$ cat src/rtl/add16_err_monitor_if.sv
// Sample and report channels of the approximate-adder error monitor.
// The producer/consumer side uses the master modport, the monitor uses slave.
interface add16_err_monitor_if #(
  parameter int WIDTH   = 16,
  parameter int LOG_WIN = 10
);
  logic                       in_valid;
  logic                       in_ready;
  logic [WIDTH-1:0]           in_a;
  logic [WIDTH-1:0]           in_b;
  logic [WIDTH:0]             in_sum_approx;
  logic                       out_valid;
  logic                       out_ready;
  logic [WIDTH+LOG_WIN:0]     out_sum_err;
  logic [WIDTH:0]             out_max_err;
  logic [LOG_WIN:0]           out_err_cnt;

  modport master (
    output in_valid, in_a, in_b, in_sum_approx, out_ready,
    input  in_ready, out_valid, out_sum_err, out_max_err, out_err_cnt
  );

  modport slave (
    input  in_valid, in_a, in_b, in_sum_approx, out_ready,
    output in_ready, out_valid, out_sum_err, out_max_err, out_err_cnt
  );
endinterface

$ cat src/rtl/add16_err_monitor.sv
// Error monitor for approximate adders: per window of 2**LOG_WIN accepted samples,
// reports sum of |exact-approx|, the worst error and the count of erroneous samples.
module add16_err_monitor #(
  parameter int WIDTH   = 16,
  parameter int LOG_WIN = 10
) (
  input  logic               clk,
  input  logic               rst,
  add16_err_monitor_if.slave bus
);

  localparam int SW = WIDTH + 1;
  localparam int AW = WIDTH + 1 + LOG_WIN;
  localparam int CW = LOG_WIN + 1;

  typedef enum logic [1:0] {
    ACCUM,
    DRAIN,
    REPORT
  } state_e;

  state_e             state_q, state_d;
  logic               in_ready_q, in_ready_d;
  logic               out_valid_q, out_valid_d;
  logic [LOG_WIN-1:0] smp_cnt_q, smp_cnt_d;

  // S0: captured operands, S1: error, then the fold into the accumulators.
  logic               s0_valid_q, s0_valid_d;
  logic               s0_last_q, s0_last_d;
  logic [WIDTH-1:0]   s0_a_q, s0_a_d;
  logic [WIDTH-1:0]   s0_b_q, s0_b_d;
  logic [SW-1:0]      s0_approx_q, s0_approx_d;
  logic               s1_valid_q, s1_valid_d;
  logic               s1_last_q, s1_last_d;
  logic [SW-1:0]      s1_err_q, s1_err_d;
  logic               s1_nz_q, s1_nz_d;
  logic               acc_last_q, acc_last_d;

  logic [AW-1:0]      acc_sum_q, acc_sum_d;
  logic [SW-1:0]      acc_max_q, acc_max_d;
  logic [CW-1:0]      acc_cnt_q, acc_cnt_d;
  logic [AW-1:0]      out_sum_q, out_sum_d;
  logic [SW-1:0]      out_max_q, out_max_d;
  logic [CW-1:0]      out_cnt_q, out_cnt_d;

  logic               accept;
  logic [SW-1:0]      exact;
  logic [SW-1:0]      err;

  // NOTE: every signal gets a default at the top of always_comb so no path leaves it unassigned (no latches).
  always_comb begin
    state_d     = state_q;
    smp_cnt_d   = smp_cnt_q;
    s0_valid_d  = 1'b0;
    s0_last_d   = 1'b0;
    s0_a_d      = s0_a_q;
    s0_b_d      = s0_b_q;
    s0_approx_d = s0_approx_q;
    s1_valid_d  = s0_valid_q;
    s1_last_d   = s0_last_q;
    s1_err_d    = s1_err_q;
    s1_nz_d     = s1_nz_q;
    acc_last_d  = s1_valid_q && s1_last_q;
    acc_sum_d   = acc_sum_q;
    acc_max_d   = acc_max_q;
    acc_cnt_d   = acc_cnt_q;
    out_sum_d   = out_sum_q;
    out_max_d   = out_max_q;
    out_cnt_d   = out_cnt_q;

    accept = bus.in_valid && in_ready_q;
    exact  = {1'b0, s0_a_q} + {1'b0, s0_b_q};
    err    = (exact >= s0_approx_q) ? (exact - s0_approx_q) : (s0_approx_q - exact);

    if (accept) begin
      s0_valid_d  = 1'b1;
      s0_last_d   = (smp_cnt_q == {LOG_WIN{1'b1}});
      s0_a_d      = bus.in_a;
      s0_b_d      = bus.in_b;
      s0_approx_d = bus.in_sum_approx;
      smp_cnt_d   = smp_cnt_q + 1'b1;
    end

    if (s0_valid_q) begin
      s1_err_d = err;
      s1_nz_d  = (err != '0);
    end

    if (s1_valid_q) begin
      acc_sum_d = acc_sum_q + AW'(s1_err_q);
      acc_cnt_d = acc_cnt_q + CW'(s1_nz_q);
      if (s1_err_q > acc_max_q) acc_max_d = s1_err_q;
    end

    case (state_q)
      ACCUM: begin
        if (accept && s0_last_d) state_d = DRAIN;
      end
      // Wait until the window's last sample has left the fold stage.
      DRAIN: begin
        if (acc_last_q) begin
          out_sum_d = acc_sum_q;
          out_max_d = acc_max_q;
          out_cnt_d = acc_cnt_q;
          state_d   = REPORT;
        end
      end
      REPORT: begin
        if (bus.out_ready) begin
          acc_sum_d = '0;
          acc_max_d = '0;
          acc_cnt_d = '0;
          state_d   = ACCUM;
        end
      end
      default: state_d = ACCUM;
    endcase

    in_ready_d  = (state_d == ACCUM);
    out_valid_d = (state_d == REPORT);
  end

  // NOTE: sequential state uses non-blocking assignments so all flops update from pre-edge values.
  always_ff @(posedge clk or posedge rst) begin
    if (rst) begin
      state_q     <= ACCUM;
      in_ready_q  <= 1'b1;
      out_valid_q <= 1'b0;
      smp_cnt_q   <= '0;
      s0_valid_q  <= 1'b0;
      s0_last_q   <= 1'b0;
      s0_a_q      <= '0;
      s0_b_q      <= '0;
      s0_approx_q <= '0;
      s1_valid_q  <= 1'b0;
      s1_last_q   <= 1'b0;
      s1_err_q    <= '0;
      s1_nz_q     <= 1'b0;
      acc_last_q  <= 1'b0;
      acc_sum_q   <= '0;
      acc_max_q   <= '0;
      acc_cnt_q   <= '0;
      out_sum_q   <= '0;
      out_max_q   <= '0;
      out_cnt_q   <= '0;
    end else begin
      state_q     <= state_d;
      in_ready_q  <= in_ready_d;
      out_valid_q <= out_valid_d;
      smp_cnt_q   <= smp_cnt_d;
      s0_valid_q  <= s0_valid_d;
      s0_last_q   <= s0_last_d;
      s0_a_q      <= s0_a_d;
      s0_b_q      <= s0_b_d;
      s0_approx_q <= s0_approx_d;
      s1_valid_q  <= s1_valid_d;
      s1_last_q   <= s1_last_d;
      s1_err_q    <= s1_err_d;
      s1_nz_q     <= s1_nz_d;
      acc_last_q  <= acc_last_d;
      acc_sum_q   <= acc_sum_d;
      acc_max_q   <= acc_max_d;
      acc_cnt_q   <= acc_cnt_d;
      out_sum_q   <= out_sum_d;
      out_max_q   <= out_max_d;
      out_cnt_q   <= out_cnt_d;
    end
  end

  assign bus.in_ready    = in_ready_q;
  assign bus.out_valid   = out_valid_q;
  assign bus.out_sum_err = out_sum_q;
  assign bus.out_max_err = out_max_q;
  assign bus.out_err_cnt = out_cnt_q;

endmodule
$ cat src/flat_wrapper.sv
// flat-port wrapper written by rule: the top's interface ports become plain ports
module add16_err_monitor_flat 
#(
  parameter int WIDTH   = 16,
  parameter int LOG_WIN = 10
)
  (clk, rst, bus_in_valid, bus_in_a, bus_in_b, bus_in_sum_approx, bus_out_ready, bus_in_ready, bus_out_valid, bus_out_sum_err, bus_out_max_err, bus_out_err_cnt);
  add16_err_monitor_if #(.WIDTH(WIDTH), .LOG_WIN(LOG_WIN)) bus_i ();
  input  logic clk;
  input  logic rst;
  input wire logic [$bits(bus_i.in_valid)-1:0] bus_in_valid;
  input wire logic [$bits(bus_i.in_a)-1:0] bus_in_a;
  input wire logic [$bits(bus_i.in_b)-1:0] bus_in_b;
  input wire logic [$bits(bus_i.in_sum_approx)-1:0] bus_in_sum_approx;
  input wire logic [$bits(bus_i.out_ready)-1:0] bus_out_ready;
  output wire logic [$bits(bus_i.in_ready)-1:0] bus_in_ready;
  output wire logic [$bits(bus_i.out_valid)-1:0] bus_out_valid;
  output wire logic [$bits(bus_i.out_sum_err)-1:0] bus_out_sum_err;
  output wire logic [$bits(bus_i.out_max_err)-1:0] bus_out_max_err;
  output wire logic [$bits(bus_i.out_err_cnt)-1:0] bus_out_err_cnt;
  assign bus_i.in_valid = bus_in_valid;
  assign bus_i.in_a = bus_in_a;
  assign bus_i.in_b = bus_in_b;
  assign bus_i.in_sum_approx = bus_in_sum_approx;
  assign bus_i.out_ready = bus_out_ready;
  assign bus_in_ready = bus_i.in_ready;
  assign bus_out_valid = bus_i.out_valid;
  assign bus_out_sum_err = bus_i.out_sum_err;
  assign bus_out_max_err = bus_i.out_max_err;
  assign bus_out_err_cnt = bus_i.out_err_cnt;
  add16_err_monitor #(.WIDTH(WIDTH), .LOG_WIN(LOG_WIN)) u_core (.clk(clk), .rst(rst), .bus(bus_i));
endmodule
$ cat config.mk
export PLATFORM = sky130hd
export DESIGN_NAME = add16_err_monitor_flat
export DESIGN_NICKNAME = d
export VERILOG_FILES = /design/src/rtl/add16_err_monitor_if.sv /design/src/rtl/add16_err_monitor.sv /design/src/flat_wrapper.sv
export SDC_FILE = /design/constraint.sdc
export NUM_CORES = 1
export LEC_CHECK = 0
export ABC_AREA = 1
export CAP_MARGIN = 40
export CELL_PAD_IN_SITES_DETAIL_PLACEMENT = 0
export CELL_PAD_IN_SITES_GLOBAL_PLACEMENT = 1
export CORE_ASPECT_RATIO = 1.25
export CORE_MARGIN = 3
export CORE_UTILIZATION = 35
export CTS_CLUSTER_DIAMETER = 30
export DETAILED_ROUTE_END_ITERATION = 8
export GPL_ROUTABILITY_DRIVEN = 0
export PLACE_DENSITY_LB_ADDON = 0.1
export SYNTH_ARGS = -nofsm -noshare
export SYNTH_HDL_FRONTEND = slang
export SYNTH_SLANG_ARGS = --single-unit
$ cat constraint.sdc
create_clock -name clk -period 9.3 [get_ports clk]
set_input_delay 1.86 -clock clk [delete_from_list [all_inputs] [get_ports clk]]
set_output_delay 1.86 -clock clk [all_outputs]
set_load 0.02 [all_outputs]
-- Word level (Yosys, flattened, before mapping)
Index checks and enable logic that the tools add are counted.
- word-level logic and storage cells: 56
- output and inout bits: 57
- register bits: 196
- multiplexer cells: 17
- $add $sub $neg: 6
- equality and inequality tests: 4
- reductions and logical operators: 7
- order comparisons: 2
- operators by type and width (kind ; number):
    17-bit two-way mux ; 5
    27-bit two-way mux ; 3
    17-bit subtractor ; 2
    11-bit two-way mux ; 3
    27-bit by 17-bit adder with 27-bit output ; 1
    16-bit by 16-bit adder with 17-bit output ; 1
    17-bit >= comparator ; 1
    17-bit greater-than comparator ; 1
    17-bit nonzero test ; 1
    11-bit by 1-bit adder with 11-bit output ; 1
    10-bit by 1-bit adder with 10-bit output, second input constant ; 1
    10-bit == test, second input constant ; 1
    2-bit two-way mux ; 3
    2-bit case mux with 3 select lines ; 1
    2-bit == test, second input constant ; 2
    2-bit logical NOT ; 2
    1-bit logical AND ; 3
    2-bit by 1-bit == test with 1-bit output, second input constant ; 1
    1-bit two-way mux ; 2
    2-bit AND reduction ; 1

-- Logic depth before layout (Yosys ltp)
- depth in word-level cells: 6
- gate-level depth with buffers: 27
- mapped depth without buffers: 27

-- Least setup slack after synthesis
No wires, ideal clock.
- path type: register to register
- start: register u_core.s0_b_q[0]
- end: register u_core.s1_nz_q
- data required time: 9183 ps
- library setup time: 117 ps
- cell stages (with the launch flop): 24
- data arrival time: 3536 ps
- setup slack: 5647 ps
- buffers on the path: 1
- path through: dfrtp_1 > ha_1 > fa_1 > a21oi_1 > o21bai_1 > nand2_1 > o211ai_1 > a31oi_1 > o21ai_0 > nand2_1 > o311ai_0 > ha_1 > a21oi_1 > a21boi_1 > nand2_2 > nor2_4 > nand2_8 > buf_8 > o21ai_1 > nand3_1 > nor2_1 > nand2_1 > nor2_1 > nor2_1
- longest elaborated chain between the ends: 4
- elaborated cells on any way between the ends: 6
- those cells by class: add/sub (3); order compare (1); mux (1); reduce/logical (1)
- ends and longest elaborated chain (item ; line ; source):
    start, declared ; add16_err_monitor.sv:31 ; logic [WIDTH-1:0] s0_b_q, s0_b_d;
    start signal, assigned ; add16_err_monitor.sv:133 ; s0_b_q <= '0;
    start signal, assigned ; add16_err_monitor.sv:154 ; s0_b_q <= s0_b_d;
    16-bit by 16-bit adder with 17-bit output (*) ; add16_err_monitor.sv:72 ; exact = {1'b0, s0_a_q} + {1'b0, s0_b_q};
    17-bit subtractor or 17-bit >= comparator (tied branches) ; add16_err_monitor.sv:73 ; err = (exact >= s0_approx_q) ? (exact - s0_approx_q) : (s0_approx_q - exact);
    17-bit two-way mux (*) ; add16_err_monitor.sv:73 ;
    17-bit nonzero test (*) ; add16_err_monitor.sv:86 ; s1_nz_d = (err != '0);
    end signal, assigned ; add16_err_monitor.sv:159 ; s1_nz_q <= s1_nz_d;
    end, declared ; add16_err_monitor.sv:36 ; logic s1_nz_q, s1_nz_d;
Mark *: on every way between the ends. The rest lies on a longest branch, timed or not.
A chain may end at the register's enable or synchronous reset.

-- Final worst setup path
Same ends and word-level chain as after synthesis.

==> flow_summary.json <==
{
  "synth_simple_gate_area_share_pct": 23.3,
  "die_w_um": 170,
  "crit_fanout": 19,
  "via_per_inst": 4.75,
  "report.final.slew_viol_count": 0,
  "grt_pass1_wl_um": 51500,
  "reg2reg_from": "u_core.s0_b_q[0]",
  "max_stage_delay_ns": 0.45,
  "yosys_warnings": 0,
  "n_antenna_cell": 0,
  "worstSetupEndpointType": "register",
  "vias": 9771,
  "hpwl_um": 24500,
  "cp.required_ns": 9.64,
  "grt_pass1_vias": 9765,
  "cts_resized": 0,
  "cts_tree": "done",
  "cts_root_buf": "clkbuf_16",
  "row_count": 74,
  "grt_util_all_layers_pct": 18.1,
  "first_iter_violations": 604,
  "rsz0062_at_grt": "false",
  "syn_area_per_cell_um2": 7.71,
  "hold_violations": 0,
  "clock_skew_ns": 0.0140,
  "wire_per_inst_um": 15.1,
  "synthCells": 1534,
  "fp.coreArea_um2": 33000,
  "worstPathArrival_ns": 4.75,
  "synth-edff-count": 0,
  "numCtsBuffers": 17,
  "cp-start-kind": "register",
  "post_cts_buffers": 0,
  "crit_path_cell_trace": "ha_1 > fa_1 > a21oi_1 > o21bai_1 > nand2_1 > o211ai_1 > a31oi_1 > o21ai_0 > nand2_1 > o311ai_0 > ha_1 > a21oi_1 > a21boi_1 > nand2_2 > nor2_4 > nand2_8 > o21ai_0 > nand2_1 > nor2_1 > nand2_1 > nor2_1 > nor2_1",
  "hold_start": "u_core.s0_last_q",
  "drtPass1Iterations": 4,
  "period_share_pct": 47.4,
  "slew_headroom_pct": 44.7,
  "finalNetCount": 1771,
  "cts_buffer_depth": 2,
  "initial_core_util_pct": 35.9,
  "port-buffer-count": 109,
  "fmax_mhz": 227,
  "async_flop_share_pct": 100,
  "area_growth_pct": 18.0,
  "setup_ws_ns": 4.89,
  "min_period_ns": 4.41,
  "routed_wl_um": 31100,
  "setup-violations-final": 0,
  "hp-class": "reg2reg",
  "pre_cts_ws_ns": 4.87,
  "synthMuxAreaShare_pct": 1.52,
  "max-cap-violations": 0,
  "finalSetupTns_ns": 0,
  "status": "complete, no violations",
  "tightest_slew_ns": 0.826,
  "layout_common_cells": "nand2_1 (453), inv_1 (199), dfrtp_1 (195)",
  "hold_buffers": 0,
  "synth_compound_area_share_pct": 12.5,
  "ys_seq_elements": 196,
  "path_common_cell": "nand2_1",
  "path_buf_inv": 0,
  "antenna_found_initial": 0,
  "cts.clk_slew.worst_paths_ns": 0.07,
  "drive_gt1_share_pct": 5.55,
  "grt_max_degree": 80,
  "grt.overflow.total": 0,
  "synth_top_family_by_area": "simple AND/OR/NAND/NOR gates",
  "post-route-drc-count": 0,
  "synthXorXnorAreaFrac_pct": 3.26,
  "synth_adder_area_share_pct": 9.78,
  "ant_nets": 0,
  "synth-seq-area-share_pct": 41.5,
  "final_common_cell": "nand2_1",
  "cpMaxStageDelayCell": "ha_1",
  "cts_max_level": 4,
  "cts_sinks": 196,
  "synth.distinct_cells": 45,
  "ios": 110,
  "synth_ff_type": "dfrtp_1",
  "synth_area_um2": 11800,
  "die_y_um": 211,
  "path_class": "reg2reg",
  "critPathLaunch": "u_core.s0_b_q[0]",
  "crit_family": "compound AO/OA/AOI/OAI gates",
  "die_area_um2": 36000,
  "insertion_delay_ns": 0.45,
  "syn_nets": 1677
}
## layer usage
| layer | share of wire, % | wire [µm] | global-route usage, % |
|---|---|---|---|
| met5 | 0 | 0 | 0 |
| met4 | 2.5 | 790 | 6.10 |
| met3 | 2.4 | 734 | 2.65 |
| met2 | 52 | 16200 | 33.6 |
| met1 | 43 | 13400 | 21.2 |
## cell families after synthesis
family,count (synthesis)
AOI/OAI and AO/OA,273
xor gates and xnor gates,44
adders and majority gates,90
buffers and inverters,252
DFF,196
muxes,16
and+or+nand+nor,663
## stage by stage
step                cells  cell area, µm²  utilization, %  hold WS, ns
CTS                  2058           13900            42.3        0.356
detailed placement   2027           13400            40.6        0.340
global route         2058           13900            42.3        0.371
finish               2058           13900            42.3        0.355
global placement     2023           13300            40.4        0.334
floorplan            1534           11800               -        0.331
## final timing paths
path	slack, ns	depth (start not counted)	end
min in group asynchronous	1.79	2	u_core.bus.out_sum_err[10]
max in group asynchronous	6.10	5	u_core.bus.out_max_err[13]
min	0.35	0	u_core.s1_last_q
min reg2reg	0.35	0	u_core.s1_last_q
max	4.89	22	u_core.s1_nz_q
max reg2reg	4.89	22	u_core.s1_nz_q
## synth_stat cells, types with 4 or more instances
master / number / area share [%]
a21o_1: 6 / 0.38
a21oi_1: 95 / 4.0
a31oi_1: 5 / 0.26
buf_1: 4 / 0.13
buf_2: 7 / 0.30
clkbuf_1: 32 / 1.0
dfrtp_1: 195 / 41
fa_1: 4 / 0.68
ha_1: 86 / 9.1
inv_1: 201 / 6.4
inv_2: 6 / 0.19
mux2_2: 16 / 1.5
nand2_1: 454 / 14
nand2_2: 9 / 0.48
nand3_1: 55 / 2.3
nand4_1: 21 / 1.1
nor2_1: 82 / 2.6
nor3_1: 24 / 1.0
o211ai_1: 10 / 0.63
o21ai_0: 129 / 5.5
o21ai_1: 6 / 0.25
o21bai_1: 10 / 0.63
or2_2: 4 / 0.21
xnor2_1: 8 / 0.59
xor2_1: 36 / 2.7
## state kept, by name (all words and copies together) (netlist names), 2 cells and up
signal / cells
u_core.bus.out_sum_err: 27
u_core.s0_approx_q: 17
u_core.acc_max_q: 17
u_core.acc_cnt_q: 11
u_core.bus.out_max_err: 17
u_core.s0_b_q: 16
u_core.s0_a_q: 16
u_core.bus.out_err_cnt: 11
u_core.smp_cnt_q: 10
u_core.state_q: 2
u_core.acc_sum_q: 27
u_core.s1_err_q: 17
## final cells by class
| class | instances | area, µm² |
|---|---|---|
| sequential | 196 | 4910 |
| inverter | 208 | 788 |
| multi-input combinational | 1086 | 5950 |
| clock buffer | 19 | 433 |
| fill | 3455 | 19000 |
| clock inverter | 12 | 133 |
| tap | 418 | 523 |
| timing repair buffer | 119 | 1210 |
Power is not shown: default switching activity piles up to over one toggle a cycle in this logic, so the estimate is an artifact.
